<file path="src/rtl/tdm_demux_pkg.sv">
// tdm_demux_pkg: shared constants and FSM state type for the 1-to-16 TDM demultiplexer.
package tdm_demux_pkg;
    localparam int NUM_CH = 16;
    localparam int CH_W = 4;
    typedef enum logic {IDLE, FILL} state_t;
endpackage

</file>
<file path="src/rtl/dec4_16.sv">
// dec4_16: combinational 4-to-16 one-hot decoder with enable, used as shadow-store write strobes.
module dec4_16
    import tdm_demux_pkg::*;
(
    input  logic [CH_W-1:0]   sel,
    input  logic              en,
    output logic [NUM_CH-1:0] oh
);
    always_comb begin
        for (int k = 0; k < NUM_CH; k++) oh[k] = en && (sel == CH_W'(k));
    end
endmodule

</file>
<file path="src/rtl/tdm_demux1_16.sv">
// tdm_demux1_16: framed serial-to-parallel 1:16 word demux with double-buffered outputs.
module tdm_demux1_16
    import tdm_demux_pkg::*;
#(
    parameter int N = 3
) (
    input  logic         clk,
    input  logic         rst,
    input  logic [N-1:0] din,
    input  logic         din_valid,
    input  logic         sof,
    output logic [N-1:0] o1,
    output logic [N-1:0] o2,
    output logic [N-1:0] o3,
    output logic [N-1:0] o4,
    output logic [N-1:0] o5,
    output logic [N-1:0] o6,
    output logic [N-1:0] o7,
    output logic [N-1:0] o8,
    output logic [N-1:0] o9,
    output logic [N-1:0] o10,
    output logic [N-1:0] o11,
    output logic [N-1:0] o12,
    output logic [N-1:0] o13,
    output logic [N-1:0] o14,
    output logic [N-1:0] o15,
    output logic [N-1:0] o16,
    output logic         frame_valid,
    output logic         sync_err,
    output logic         busy,
    output logic [3:0]   ch_sel
);
    state_t            state_q, state_d;
    logic [CH_W-1:0]   chan_q, chan_d, wr_sel;
    logic              fv_q, fv_d, se_q, se_d;
    logic [N-1:0]      sh_q [NUM_CH-1];
    logic [N-1:0]      sh_d [NUM_CH-1];
    logic [N-1:0]      o_q [NUM_CH];
    logic [N-1:0]      o_d [NUM_CH];
    logic [NUM_CH-1:0] we;

    // A sof word always lands in slot 0; strobe 15 doubles as the completion strobe.
    assign wr_sel = sof ? '0 : chan_q;

    dec4_16 u_dec (
        .sel(wr_sel),
        .en (din_valid && (sof || state_q == FILL)),
        .oh (we)
    );

    always_comb begin
        state_d = state_q;
        chan_d  = chan_q;
        fv_d    = 1'b0;
        se_d    = 1'b0;
        sh_d    = sh_q;
        o_d     = o_q;
        for (int k = 0; k < NUM_CH - 1; k++) if (we[k]) sh_d[k] = din;
        if (we[NUM_CH-1]) begin
            for (int k = 0; k < NUM_CH - 1; k++) o_d[k] = sh_q[k];
            o_d[NUM_CH-1] = din;
        end
        if (din_valid) begin
            if (sof) begin
                se_d    = (state_q == FILL);
                state_d = FILL;
                chan_d  = CH_W'(1);
            end else if (state_q == IDLE) begin
                se_d = 1'b1;
            end else if (chan_q == CH_W'(NUM_CH - 1)) begin
                fv_d    = 1'b1;
                chan_d  = '0;
                state_d = IDLE;
            end else begin
                chan_d = chan_q + CH_W'(1);
            end
        end
    end

    always_ff @(posedge clk or posedge rst) begin
        if (rst) begin
            state_q <= IDLE;
            chan_q  <= '0;
            fv_q    <= 1'b0;
            se_q    <= 1'b0;
            for (int k = 0; k < NUM_CH; k++) o_q[k] <= '0;
        end else begin
            state_q <= state_d;
            chan_q  <= chan_d;
            fv_q    <= fv_d;
            se_q    <= se_d;
            o_q     <= o_d;
        end
    end

    // Shadow contents are never exposed before being rewritten, so no reset.
    always_ff @(posedge clk) sh_q <= sh_d;

    assign o1  = o_q[0];
    assign o2  = o_q[1];
    assign o3  = o_q[2];
    assign o4  = o_q[3];
    assign o5  = o_q[4];
    assign o6  = o_q[5];
    assign o7  = o_q[6];
    assign o8  = o_q[7];
    assign o9  = o_q[8];
    assign o10 = o_q[9];
    assign o11 = o_q[10];
    assign o12 = o_q[11];
    assign o13 = o_q[12];
    assign o14 = o_q[13];
    assign o15 = o_q[14];
    assign o16 = o_q[15];
    assign frame_valid = fv_q;
    assign sync_err    = se_q;
    assign busy        = (state_q == FILL);
    assign ch_sel      = chan_q;
endmodule

</file>
<file path="config.mk">
export PLATFORM = sky130hd
export DESIGN_NAME = tdm_demux1_16
export DESIGN_NICKNAME = d
export VERILOG_FILES = /design/src/rtl/tdm_demux_pkg.sv /design/src/rtl/dec4_16.sv /design/src/rtl/tdm_demux1_16.sv
export SDC_FILE = /design/constraint.sdc
export NUM_CORES = 1
export LEC_CHECK = 0
export CAP_MARGIN = 5
export CORE_AREA = 2 2 100 102
export CTS_BUF_LIST = sky130_fd_sc_hd__clkbuf_4
export CTS_CLUSTER_SIZE = 14
export DETAILED_ROUTE_END_ITERATION = 10
export DIE_AREA = 0 0 102 104
export PLACE_DENSITY = 0.6
export SYNTH_ARGS = -nofsm -noshare
export SYNTH_HDL_FRONTEND = slang
export SYNTH_SLANG_ARGS = --single-unit
</file>
<file path="constraint.sdc">
create_clock -name clk -period 1.9 [get_ports clk]
set_input_delay 0.38 -clock clk [delete_from_list [all_inputs] [get_ports clk]]
set_output_delay 0.38 -clock clk [all_outputs]
set_load 0.01 [all_outputs]
</file>
# Word-level counts from Yosys, hierarchy flattened
# Cells that the tools add are included.
# word_totals
ff_bits,100
inputBits,7
out_inout_bits,55
word_cells,87
# classes
reduce_logical,21
n_eq_ne,16
n_mux,14
add_sub_neg,1
# op_table
op,n
$eq A4 B4 Y1 const B,9
$logic_and A1 B1 Y1,17
$eq A4 B3 Y1 const B,4
$mux W4,4
$mux W1,10
$eq A4 B2 Y1 const B,2
$add A4 B1 Y4 const B,1
$eq A4 B1 Y1 const B,1
$logic_not A4 Y1,1
$reduce_and A2 Y1,1
$reduce_bool A2 Y1,1
$logic_or A1 B1 Y1,1

# Longest topological paths before layout
# depth
ltp_word,5
depth_mapped,8
ltp_nobuf,5

# Modules after synthesis
# From an unflattened synthesis, not the netlist that was laid out.
# hier_totals
cells_unflattened,210
hier_area_um2,3721.1
# by_module_without_submodules
mod,cells_per_inst,seq_area_each_um2,instances,area_per_inst_um2
tdm_demux1_16,187,2727.6,1,3603.5
dec4_16,23,0.0,1,117.6

# Least setup slack after synthesis
# Ideal clock, no wire load.
# synth_path
path_type,input to register
from,in sof
to,reg o_q (netlist bit o10[2])
stages,8
setup_time_ns,0.125
t_arrival_ns,1.875
setup_slack_ns,-0.100
path_cell_list,clkbuf_1 > inv_1 > ha_1 > nand4b_4 > nor2_4 > buf_6 > buf_12 > mux2_4
# synth_between
elab_chain_len,3
# synth_lines
item,line,text
start: declaration,tdm_demux1_16.sv:11,"input logic sof,"
$mux W4 or $logic_or A1 B1 Y1 (tied branches),"tdm_demux1_16.sv:43, tdm_demux1_16.sv:47",
$eq A4 B4 Y1 or $logic_and A1 B1 Y1 (tied branches),"dec4_16.sv:10, tdm_demux1_16.sv:47",
$logic_and A1 B1 Y1 (*),dec4_16.sv:10,for (int k = 0; k < NUM_CH; k++) oh[k] = en && (sel == CH_W'(k));
end signal: assignment,tdm_demux1_16.sv:92,o_q <= o_d;
end: declaration,tdm_demux1_16.sv:38,logic [N-1:0] o_q [NUM_CH];
# Mark *: on every way between the ends. The rest lies on a longest branch, timed or not.
# A chain may end at the register's enable or synchronous reset.

# Final worst setup path
# layout_path
from,"reg chan_q[1], in the netlist ch_sel[1]"
to,out ch_sel[1]
# layout_rtl
item,line,text
start: declaration,tdm_demux1_16.sv:34,"logic [CH_W-1:0] chan_q, chan_d, wr_sel;"
start signal: assignment,tdm_demux1_16.sv:89,chan_q <= chan_d;
end: declaration,tdm_demux1_16.sv:31,output logic [3:0] ch_sel
# No word-level cell between the ends.

==> flow_summary.toml <==
[place]
gp_congestion = 0.761
place_hpwl_um = 4350
placed_cell_area_um2 = 4600
port_buffers = 61

[die]
fp-row-count = 36
start_util = 0.390
die_area_um2 = 10600
core_area_um2 = 9550
pin_count = 62
die_w_um = 102
die-height_um = 104

[critical_path]
cp_cell_sequence = "clkdlybuf4s50_1"
critPathArrivalTime_ps = 1470
end_kind = "primary output"
critPathMaxStageDelay_ps = 560
criticalPathCategory = "reg -> out"
cp_top_family = "buffers and inverters"
path_buf_inv = 1
worst-path-max-fanout = 7
r2r_slack_ps = 130
cp_slowest_cell = "clkdlybuf4s50_1"
worstPathRequired_ps = 1520
cp-start-kind = "flop"

[sta]
relSlewSlack = 0.763
period_minus_slack_ps = 1850
worst_pin_slew_ps = 352
fin_skew_ps = 18.6
hold_viol = 0
fmax_mhz = 540
finalSetupViolCount = 0
slew_viol_final = 0
final_min_period_over_clock_period = 0.974
tns_ps = 0

[layout]
area_delta_synth_final_pct = 28.5
utilization = 0.501
drive_above_1_share = 0.352
largest_reg_flops = 45
largest_register = "sh_q"
final_nets = 305
antenna_cells = 0
fillerInstances = 838
finalInstanceArea_um2 = 4780

[logic_synthesis]
synth_top_area_frac = 0.370
yosys.area.top_type = "dfrtp_1"
synth_fp_nets = 217
synth_commonest_cells = "55 x dfrtp_1, 45 x edfxtp_1, 28 x mux2_2"
synth.avg_cell_area_um2 = 17.9
seq_area_frac_synth = 0.733
synth-edff-count = 45
synth_area_um2 = 3720
synthCells = 208
ys_ff_latch = 100
yosys_warnings = 0
yosys-top-cells-area = "dfrtp_1 37%, edfxtp_1 36%, mux2_2 8.5%, mux2_4 8.1%, nor2_1 2.0%"
synthFlopType = "dfrtp_1"
ys_types = 30
async_reset_ff_frac = 0.550
yosysMostFrequentCell = "dfrtp_1"

[clock_network]
clkSlewWorstSetupHoldPaths_ps = 150
cts_sinks = 100
tritoncts = "done"
root_buffer = "clkbuf_4"
worstSkewPairLatency_ps = 430
cts_buffers = 9
cts_htree_levels = 3
clockBufferDepth = 2
cts_hold_buf = 0

[status]
status = "finished clean"

[grt]
grt.total_usage = 0.134
antenna_found_initial = 0
grt_pass1_wl_um = 10800
grt_pass1_vias = 2016
grt_overflow = 0
grt_max_degree = 56

[drt]
vias = 2018
drt-initial-drc-count = 98
drc = 0
finalWirelength_um = 6720
ant_nets = 0
post_drt_wl_per_cell_um = 15.5
detail_route.first_pass.iterations = 4
routed_via_density = 4.65

[pwr]
leakagePower_nw = 1.96
power_mw = 3.63
vdd_drop_max_mv = 0.332
power_density_nw_per_um2 = 760

[min_path]
hold_class = "in -> async"

[flow_run]
drv_cap = 0
final cells by class:
cell class	instances	area [um^2]	area share
inverter	6	22.5	0.00471
sequential	100	2730	0.571
timing repair buffer	85	827	0.173
clock inverter	5	28.8	0.00602
clock buffer	11	82.6	0.0173
tap	133	166	0.0348
multi-input combinational	94	923	0.193
worst register-to-register path: cells and delay by family (launching register included):
family / cells / cell delay [ps]
flops: 1 / 390
simple gates: 2 / 370
mux: 1 / 370
buf+inv: 2 / 300
fa+ha+maj: 1 / 230
stage by stage:
stage	setup WS, ps	std cells	hold slack [ps]
after floorplan	12.4	208	454
after global placement	-392	413	458
after detailed placement	-463	413	464
after CTS	3.69	430	300
after global routing	-2.04	434	317
final	49.3	434	308
layout by cell type, fill, tap and decap left out, drive strengths merged, types with 6 or more instances in the layout:
| master | count |
|---|---|
| buf | 24 |
| clkbuf | 11 |
| clkdlybuf4s50 | 60 |
| dfrtp | 55 |
| edfxtp | 45 |
| inv | 6 |
| mux2 | 48 |
| nor2 | 21 |
| o21ai | 6 |
routing by layer:
metal,vias to the layer above,part of all wire,wire [um],GRT usage
li1,925,-,-,-
met1,1032,0.46,3090,0.191
met2,54,0.48,3250,0.200
met3,7,0.047,314,0.0356
met4,0,0.011,71,0.0448
met5,-,0,0,0
path summary, 6_finish.rpt:
path,from,to,depth (start not counted)
max,ch_sel[1]$_DFFE_PP0P_,ch_sel[1],1
max reg2reg,busy$_DFFE_PP0P_,o15[0]$_DFFE_PP0P_,6
min,rst,o2[1]$_DFFE_PP0P_,3
max in group asynchronous,rst,o14[2]$_DFFE_PP0P_,3
min in group clk,sh_q[18]$_DFFE_PP_,o9[0]$_DFFE_PP0P_,1
min reg2reg,sh_q[18]$_DFFE_PP_,o9[0]$_DFFE_PP0P_,1
power breakdown:
group          internal (mW)  switching, mW
logic                  0.160          0.164
registers               2.32         0.0415
clock network          0.291          0.658
what timing repair did:
action / in CTS / in global routing
endpoints found under the setup margin: 6 / 25
hold endpoints to repair: 0 / 0
buffers inserted: 1 / 4
pin swaps: 0 / 1
cloned: 0 / 0
resized for setup: 5 / 10
kinds of logic (layout without fill, tap and decap cells):
logic type,after synthesis,in the layout,share of synthesized area
AOI/OAI and AO/OA,11,11,0.0188
adders and majority gates,2,2,0.00672
buffers and inverters,14,107,0.0275
DFF,100,100,0.733
muxes,48,48,0.165
and+or+nand+nor,33,33,0.0491
Power figures use the tool's default switching activity.
